$ cat src/rtl/pcpi_result_serializer_pkg.sv
// pcpi_result_serializer_pkg: state encodings and default sizes shared by the result serializer and the instruction loader.
package pcpi_result_serializer_pkg;
    localparam int DEF_DATA_W = 32;
    localparam int DEF_NIB_W  = 4;
    localparam int NIBBLES    = DEF_DATA_W / DEF_NIB_W;
    localparam int IDX_W      = $clog2(NIBBLES);
    typedef enum logic [1:0] {IDLE = 2'b00, PRESENT = 2'b01, WAIT_LOW = 2'b10} state_e;
endpackage

$ cat src/rtl/pcpi_result_serializer_if.sv
// pcpi_result_serializer_if: PCPI result inputs plus the nibble-serial host pins.
interface pcpi_result_serializer_if #(parameter int DATA_W = 32, parameter int NIB_W = 4);
    logic              pcpi_ready;
    logic              pcpi_wr;
    logic [DATA_W-1:0] pcpi_rd;
    logic              out_ack;
    logic [NIB_W-1:0]  out_nib;
    logic              out_valid;
    logic              out_last;
    modport slave (input pcpi_ready, pcpi_wr, pcpi_rd, out_ack, output out_nib, out_valid, out_last);
    modport master (output pcpi_ready, pcpi_wr, pcpi_rd, out_ack, input out_nib, out_valid, out_last);
endinterface

$ cat src/rtl/pcpi_result_serializer_sync_ff_chain.sv
// sync_ff_chain: STAGES-deep flop synchronizer for an asynchronous single-bit input, cleared by reset.
module sync_ff_chain #(parameter int STAGES = 2) (
    input  logic clk,
    input  logic rst_n,
    input  logic d,
    output logic q
);
    logic [STAGES-1:0] chain_q, chain_d;
    always_comb chain_d = {chain_q[STAGES-2:0], d};
    always_ff @(posedge clk) chain_q <= rst_n ? chain_d : '0;
    assign q = chain_q[STAGES-1];
endmodule

$ cat src/rtl/pcpi_result_serializer.sv
// pcpi_result_serializer: captures a PCPI writeback result and returns it LSB nibble first over a 4-phase valid/ack pin handshake.
module pcpi_result_serializer
    import pcpi_result_serializer_pkg::*;
#(
    parameter int DATA_W   = DEF_DATA_W,
    parameter int NIB_W    = DEF_NIB_W,
    parameter int ACK_SYNC = 2
) (
    input  logic clk,
    input  logic rst_n,
    pcpi_result_serializer_if.slave bus,
    input  logic clear_err,
    output logic busy,
    output logic drop_err
);
    localparam int N  = DATA_W / NIB_W;
    localparam int IW = (N > 1) ? $clog2(N) : 1;
    localparam logic [IW-1:0] LAST = IW'(N - 1);

    state_e            state_q, state_d;
    logic [IW-1:0]     idx_q, idx_d;
    logic [DATA_W-1:0] data_q, data_d;
    logic              drop_err_q, drop_err_d;
    logic              ack_s, cap, load;

    sync_ff_chain #(.STAGES(ACK_SYNC)) u_ack_sync (.clk(clk), .rst_n(rst_n), .d(bus.out_ack), .q(ack_s));

    assign cap  = bus.pcpi_ready & bus.pcpi_wr;
    // A new result is accepted only from IDLE or at the instant the final nibble's ack drops.
    assign load = cap && (state_q == IDLE || (state_q == WAIT_LOW && !ack_s && idx_q == LAST));

    always_comb begin
        state_d    = state_q;
        idx_d      = idx_q;
        data_d     = data_q;
        drop_err_d = (drop_err_q & ~clear_err) | (cap & ~load);
        case (state_q)
            PRESENT:  state_d = ack_s ? WAIT_LOW : PRESENT;
            WAIT_LOW: if (!ack_s) begin
                state_d = (idx_q == LAST) ? IDLE : PRESENT;
                if (idx_q != LAST) begin
                    idx_d  = idx_q + 1'b1;
                    data_d = data_q >> NIB_W;
                end
            end
            default:  state_d = IDLE;
        endcase
        if (load) begin
            state_d = PRESENT;
            idx_d   = '0;
            data_d  = bus.pcpi_rd;
        end
    end

    always_ff @(posedge clk) begin
        if (!rst_n) begin
            state_q    <= IDLE;
            idx_q      <= '0;
            data_q     <= '0;
            drop_err_q <= 1'b0;
        end else begin
            state_q    <= state_d;
            idx_q      <= idx_d;
            data_q     <= data_d;
            drop_err_q <= drop_err_d;
        end
    end

    assign bus.out_nib   = data_q[NIB_W-1:0];
    assign bus.out_valid = state_q == PRESENT;
    assign bus.out_last  = bus.out_valid && idx_q == LAST;
    assign busy          = state_q != IDLE;
    assign drop_err      = drop_err_q;
endmodule

$ cat src/flat_wrapper.sv
// flat-port wrapper written by rule: the top's interface ports become plain ports
module pcpi_result_serializer_flat import pcpi_result_serializer_pkg::*;
#(
    parameter int DATA_W   = DEF_DATA_W,
    parameter int NIB_W    = DEF_NIB_W,
    parameter int ACK_SYNC = 2
)
  (clk, rst_n, clear_err, busy, drop_err, bus_pcpi_ready, bus_pcpi_wr, bus_pcpi_rd, bus_out_ack, bus_out_nib, bus_out_valid, bus_out_last);
  pcpi_result_serializer_if #(.DATA_W(DATA_W), .NIB_W(NIB_W)) bus_i ();
  input  logic clk;
  input  logic rst_n;
  input  logic clear_err;
  output logic busy;
  output logic drop_err;
  input wire logic [$bits(bus_i.pcpi_ready)-1:0] bus_pcpi_ready;
  input wire logic [$bits(bus_i.pcpi_wr)-1:0] bus_pcpi_wr;
  input wire logic [$bits(bus_i.pcpi_rd)-1:0] bus_pcpi_rd;
  input wire logic [$bits(bus_i.out_ack)-1:0] bus_out_ack;
  output wire logic [$bits(bus_i.out_nib)-1:0] bus_out_nib;
  output wire logic [$bits(bus_i.out_valid)-1:0] bus_out_valid;
  output wire logic [$bits(bus_i.out_last)-1:0] bus_out_last;
  assign bus_i.pcpi_ready = bus_pcpi_ready;
  assign bus_i.pcpi_wr = bus_pcpi_wr;
  assign bus_i.pcpi_rd = bus_pcpi_rd;
  assign bus_i.out_ack = bus_out_ack;
  assign bus_out_nib = bus_i.out_nib;
  assign bus_out_valid = bus_i.out_valid;
  assign bus_out_last = bus_i.out_last;
  pcpi_result_serializer #(.DATA_W(DATA_W), .NIB_W(NIB_W), .ACK_SYNC(ACK_SYNC)) u_core (.clk(clk), .rst_n(rst_n), .bus(bus_i), .clear_err(clear_err), .busy(busy), .drop_err(drop_err));
endmodule
$ cat config.mk
export PLATFORM = sky130hd
export DESIGN_NAME = pcpi_result_serializer_flat
export DESIGN_NICKNAME = d
export VERILOG_FILES = /design/src/rtl/pcpi_result_serializer_pkg.sv /design/src/rtl/pcpi_result_serializer_if.sv /design/src/rtl/pcpi_result_serializer_sync_ff_chain.sv /design/src/rtl/pcpi_result_serializer.sv /design/src/flat_wrapper.sv
export SDC_FILE = /design/constraint.sdc
export NUM_CORES = 1
export LEC_CHECK = 0
export CORE_ASPECT_RATIO = 0.75
export CORE_UTILIZATION = 45
export CTS_BUF_LIST = sky130_fd_sc_hd__clkbuf_4
export CTS_CLUSTER_SIZE = 12
export DETAILED_ROUTE_END_ITERATION = 6
export HOLD_SLACK_MARGIN = 0.02
export PLACE_DENSITY = 0.74
export SKIP_LAST_GASP = 1
export SLEW_MARGIN = 0
export SYNTH_ARGS = -nofsm -noshare
export SYNTH_HDL_FRONTEND = slang
export SYNTH_SLANG_ARGS = --single-unit
$ cat constraint.sdc
create_clock -name clk -period 2.2 [get_ports clk]
set_clock_uncertainty 0.2 [all_clocks]
set_input_delay 0.44 -clock clk [delete_from_list [all_inputs] [get_ports clk]]
set_output_delay 0.44 -clock clk [all_outputs]
set_load 0.01 [all_outputs]
==> results of run 1 <==
==> placed cells by master (no fill, tap or decap), types with 2 or more instances in the layout <==
cell	netlist	layout
clkbuf_4	0	5
inv_1	4	4
nand2_1	8	8
nand3_1	5	5
and2_1	3	3
clkdlybuf4s50_1	0	42
nor2b_1	3	3
dfxtp_1	40	39
nor3_1	3	3
o21ai_0	2	2
a221oi_1	27	27
mux2i_1	34	34
ha_1	5	4
nor2_1	29	29
buf_4	4	7
dlygate4sd2_1	0	2
==> synth_stat cells, types with 2 or more instances <==
library cell / count / area, um^2
clkbuf_1: 8 / 30.0
buf_12: 2 / 40.0
buf_4: 4 / 30.0
dfxtp_1: 40 / 801
ha_1: 5 / 62.6
nor3_1: 3 / 15.0
a221oi_1: 27 / 236
and2_1: 3 / 18.8
nor2b_1: 3 / 18.8
buf_2: 5 / 25.0
nand2_1: 8 / 30.0
nor2_1: 29 / 109
nand3_1: 5 / 25.0
inv_1: 4 / 15.0
o21ai_0: 2 / 10.0
mux2i_1: 34 / 340
==> sequential cells by signal (all words and copies together), names as in the netlist <==
register,count
u_core.idx_q,3
u_core.state_q,2
u_core.u_ack_sync.chain_q,2
u_core.drop_err,1
u_core.data_q,32
==> power by group through the flow <==
| stage | Combinational, mW | Clock (mW) | Sequential, mW |
|---|---|---|---|
| after floorplan | 0.111 | 0 | 0.799 |
| after global routing | 0.229 | 0.530 | 0.797 |
| after detailed placement | 0.210 | 0 | 0.807 |
| after global placement | 0.206 | 0 | 0.806 |
| after CTS | 0.210 | 0.496 | 0.791 |
| final | 0.210 | 0.486 | 0.791 |
==> area by class of cell <==
| type | count | area share [%] |
|---|---|---|
| tap | 55 | 2.79 |
| clock inverter | 3 | 1.72 |
| clock buffer | 5 | 1.52 |
| sequential | 40 | 32.5 |
| inverter | 4 | 0.608 |
| multi-input combinational | 129 | 39.7 |
| timing repair buffer | 53 | 21.2 |
==> stage by stage <==
stage                     instances  worst slack [ps]
after floorplan                 193               205
after global placement          281               134
after detailed placement        281              79.5
after CTS                       289              11.4
after global routing            289              1.81
final                           289              46.9
==> worst paths after layout <==
kind	start	end	slack, ps	cells past startpoint
setup reg to reg	u_core.state_q[0]$_SDFFE_PN0P_	u_core.data_q[25]$_SDFFE_PN0P_	240	6
hold / removal	u_core.u_ack_sync.chain_q[0]$_SDFF_PN0_	u_core.u_ack_sync.chain_q[1]$_SDFF_PN0_	250	1
hold reg to reg	u_core.u_ack_sync.chain_q[0]$_SDFF_PN0_	u_core.u_ack_sync.chain_q[1]$_SDFF_PN0_	250	1
setup / recovery	u_core.idx_q[0]$_SDFFE_PP0P_	bus_out_last	50	4
==> logic make-up after synthesis <==
logic type	after synthesis	share of synthesized area [%]
AO/OA/AOI/OAI	34	15.3
buffers and inverters	24	7.92
multiplexers	34	17.8
XOR/XNOR	1	0.458
flip-flops	40	41.9
AND/OR/NAND/NOR	55	13.3
adder cells (fa/ha/maj)	5	3.27
==> routing by layer <==
| layer | vias to the layer above | wire (um) | track usage (%) |
|---|---|---|---|
| met4 | 0 | 51 | 8.36 |
| met3 | 7 | 232 | 4.81 |
| met2 | 47 | 1880 | 30.0 |
| li1 | 787 | - | - |
| met5 | - | 0 | 0 |
| met1 | 722 | 2050 | 28.8 |
==> what timing repair did <==
action	in CTS	in global routing
hold buffers	0	0
gates resized for setup	5	2
endpoints found under the setup margin	2	2
setup buffers	0	0
==> flow_summary.json, run 1 <==
{
  "outcome": "finished clean",
  "place_hpwl_um": 2850,
  "portBuffers": 45,
  "peakVddDrop_mv": 0.353,
  "setup_viol": 0,
  "io_pins": 46,
  "final_util_pct": 60.9,
  "clk_latency_ps": 360,
  "syn_avg_cell_area_um2": 9.90,
  "fin_area_um2": 2470,
  "slew_viol_final": 0,
  "drc": 0,
  "power_mw": 1.49,
  "synthDistinctLibCells": 27,
  "rows": 20,
  "synth_ff_type": "dfxtp_1",
  "grt_overflow": 0,
  "period_minus_slack_ps": 2150,
  "fillers": 377,
  "gp_congestion": 0.717,
  "synthToLayoutAreaGrowth_pct": 29.2,
  "crit_type": "register to output port",
  "cp-end-kind": "output port",
  "htree_num_levels": 2,
  "crit_family": "adder cells",
  "drt-vias-per-instance": 5.41,
  "cts_tree": "done",
  "fp.dieH_um": 58.4,
  "initial_utilization_pct": 47.1,
  "p_sw_share_pct": 24.2,
  "p_clk_share_pct": 32.7,
  "nets": 276,
  "coreArea_um2": 4050,
  "antenna_cells": 0,
  "rsz0062_at_grt": "false",
  "fp.dieW_um": 77.2,
  "antenna_found_initial": 0,
  "pwr_density_cell_nw_per_um2": 602,
  "ys_seq_elements": 40,
  "relSlewSlack_pct": 63.4,
  "cp.required_ps": 1560,
  "grt_max_degree": 31,
  "maxCapViolations": 0,
  "dieArea_um2": 4510,
  "netlist_area_um2": 1910,
  "slowest_delay_ps": 340,
  "p_seq_share_pct": 53.2,
  "drt_wl_total_um": 4210,
  "multi_input_area_um2": 980,
  "cp_cell_sequence": "ha_1, ha_4, and2_1, dlygate4sd2_1",
  "worst_pin_slew_ps": 550,
  "hold_slack_ps": 249,
  "postSynthCellCount": 193,
  "slowest_stage": "dfxtp_2",
  "grt_pass1_wl_um": 7060,
  "crit_path_start_kind": "register",
  "arrival_ps": 1510,
  "ant_nets": 0,
  "cts_made_buffers": 5,
  "min_period_over_period_pct": 97.9,
  "syn-num-nets": 236,
  "synthArstFlopShare_pct": 0,
  "ys_seq_area_share_pct": 41.9,
  "vias": 1563,
  "crit_buf_inv": 1,
  "final.setup.tns_ps": 0,
  "p_int_mw": 1.13,
  "cts_buffer_depth": 2,
  "drt_iter0_drc": 80,
  "layout-drive-gt1-share_pct": 9.40,
  "finalHoldViolations": 0,
  "ys_warn_count": 0,
  "crit_fanout": 5,
  "static-leakage-power_nw": 0.930,
  "synth_edf_count": 0,
  "cts-root-buf": "clkbuf_4",
  "dpl_cell_area_um2": 2370,
  "min_path_type": "register to register",
  "drt_pass1_iterations": 4,
  "seq_area_um2": 802,
  "p_sw_mw": 0.360,
  "cts.sinks": 40,
  "cts.clk_slew.worst_paths_ps": 130,
  "clock.fmax_mhz": 464,
  "grt.total_usage_pct": 20.4,
  "grt_pass1_vias": 1459,
  "pwr-share-comb_pct": 14.1,
  "wire_per_inst_um": 14.6
}
Note: power is estimated with default switching activity, not from simulation.
==> inputs of run 2 (changes only) <==
--- a/config.mk
+++ b/config.mk
@@ -12,6 +12,7 @@
 export DETAILED_ROUTE_END_ITERATION = 6
 export HOLD_SLACK_MARGIN = 0.02
 export PLACE_DENSITY = 0.74
+export SETUP_SLACK_MARGIN = 0.1
 export SKIP_LAST_GASP = 1
 export SLEW_MARGIN = 0
 export SYNTH_ARGS = -nofsm -noshare
==> run 2 against run 1 <==
Compared with the run above: total power is 0.11% higher; hold slack better by 2.3 ps; largest cell class unchanged; clock power hardly changed; sequential power hardly changed; utilization is 0.37 points higher; first-iteration DRC count is 21% higher; global-route usage stayed put.
==> flow_summary.json, run 2 (same netlist as run 1, synthesis figures left out) <==
{
  "grt_pass1_wl_um": 7060,
  "grt_pass1_vias": 1459,
  "slew_viol_final": 0,
  "crit_path_start_kind": "register",
  "portBuffers": 45,
  "fp.dieW_um": 77.2,
  "drt-vias-per-instance": 5.41,
  "nets": 277,
  "setup_viol": 0,
  "crit_family": "adder cells",
  "grt_max_degree": 31,
  "worstRegToRegCells": 6,
  "final_common_cell": "clkdlybuf4s50_1",
  "top_regs": "u_core.data_q: 32 flops, u_core.idx_q: 3 flops",
  "coreArea_um2": 4050,
  "static-leakage-power_nw": 0.913,
  "grt.total_usage_pct": 20.4,
  "arrival_ps": 1420,
  "grt_overflow": 0,
  "rsz0062_at_grt": "false",
  "ant_nets": 0,
  "cts.sinks": 40,
  "seq_area_um2": 806,
  "maxCapViolations": 0,
  "worst_pin_slew_ps": 544,
  "peakVddDrop_mv": 0.353,
  "vias": 1569,
  "fp.dieH_um": 58.4,
  "min_path_cells": 1,
  "synthToLayoutAreaGrowth_pct": 30.0,
  "slowest_delay_ps": 350,
  "min_period_over_period_pct": 93.8,
  "dieArea_um2": 4510,
  "cts.clk_slew.worst_paths_ps": 130,
  "relSlewSlack_pct": 63.8,
  "pwr_density_cell_nw_per_um2": 599,
  "period_minus_slack_ps": 2060,
  "crit_fanout": 5,
  "final.setup.tns_ps": 0,
  "antenna_cells": 0,
  "htree_num_levels": 2,
  "rows": 20,
  "cts_buffer_depth": 2,
  "final_util_pct": 61.3,
  "regMostFlops": "u_core.data_q",
  "cp-end-kind": "output port",
  "initial_utilization_pct": 47.1,
  "largest_reg_flops": 32,
  "drt_iter0_drc": 97,
  "crit_buf_inv": 1,
  "final_cell_mix": "clkdlybuf4s50_1, dfxtp_1, mux2i_1, nor2_1, a221oi_1",
  "finalHoldViolations": 0,
  "gp_congestion": 0.717,
  "layout-drive-gt1-share_pct": 11.9,
  "cts-root-buf": "clkbuf_4",
  "multi_input_area_um2": 985,
  "cp.depth": 4,
  "antenna_found_initial": 0,
  "clock.fmax_mhz": 485,
  "drc": 0,
  "min_path_type": "register to register",
  "crit_type": "register to output port",
  "cts_tree": "done",
  "cp.required_ps": 1560,
  "place_hpwl_um": 2850,
  "fin_area_um2": 2480,
  "cp_cell_sequence": "ha_2, ha_4, and2_1, clkdlybuf4s15_1",
  "outcome": "finished clean",
  "cts_made_buffers": 5,
  "io_pins": 46,
  "clk_latency_ps": 360,
  "slowest_stage": "dfxtp_2",
  "drt_wl_total_um": 4260,
  "fillers": 371,
  "dpl_cell_area_um2": 2370,
  "drt_pass1_iterations": 5,
  "wire_per_inst_um": 14.7
}
-- run 2: cell count changes in the layout (fill, tap and decap cells not counted) --
cell	before	now
buf_4	7	8
dfxtp_1	39	36
dlymetal6s2s_1	1	0
clkdlybuf4s15_1	0	2
ha_1	4	2
dfxtp_2	1	4
ha_2	0	2
dlygate4sd2_1	2	1
-- run 2: cell type report --
cell class / instances / share of cell area, %
multi-input combinational: 129 / 39.6
clock inverter: 3 / 1.71
inverter: 4 / 0.605
clock buffer: 5 / 1.51
tap: 55 / 2.77
timing repair buffer: 54 / 21.3
sequential: 40 / 32.4
-- run 2: stage by stage --
stage | hold WS (ps) | instances | setup slack, ps | power (mW)
after detailed placement | 222 | 281 | 79.5 | 1.02
final | 252 | 290 | 137 | 1.49
after floorplan | 212 | 193 | 205 | 0.910
after CTS | 252 | 289 | 36.9 | 1.50
after global placement | 215 | 281 | 134 | 1.01
after global routing | 283 | 290 | 98.4 | 1.56
-- run 2: routing by layer --
| layer | part of all wire [%] | vias up | track usage (%) | wire length [um] |
|---|---|---|---|---|
| li1 | - | 792 | - | - |
| met4 | 1.2 | 0 | 8.36 | 51 |
| met5 | 0 | - | 0 | 0 |
| met3 | 4.5 | 7 | 4.81 | 193 |
| met2 | 44 | 44 | 30.0 | 1890 |
| met1 | 50 | 726 | 28.8 | 2130 |
-- run 2: what timing repair did --
item,CTS,global route
hold buffers,0,0
resized for setup,6,8
endpoints found under the setup margin,8,13
buffers inserted,0,1
-- run 2: path summary, 6_finish.rpt --
kind / start / end / slack [ps]
min reg2reg: u_core.u_ack_sync.chain_q[0]$_SDFF_PN0_ / u_core.u_ack_sync.chain_q[1]$_SDFF_PN0_ / 250
max: u_core.idx_q[0]$_SDFFE_PP0P_ / bus_out_last / 140
min: u_core.u_ack_sync.chain_q[0]$_SDFF_PN0_ / u_core.u_ack_sync.chain_q[1]$_SDFF_PN0_ / 250
max reg2reg: u_core.idx_q[0]$_SDFFE_PP0P_ / u_core.data_q[25]$_SDFFE_PN0P_ / 270
-- run 2: power by group --
| part | leakage [nW] | switching [mW] | internal (mW) |
|---|---|---|---|
| clock network | 0.0412 | 0.250 | 0.237 |
| registers | 0.331 | 0.0241 | 0.767 |
| logic | 0.541 | 0.0875 | 0.122 |
| total | 0.913 | 0.362 | 1.13 |
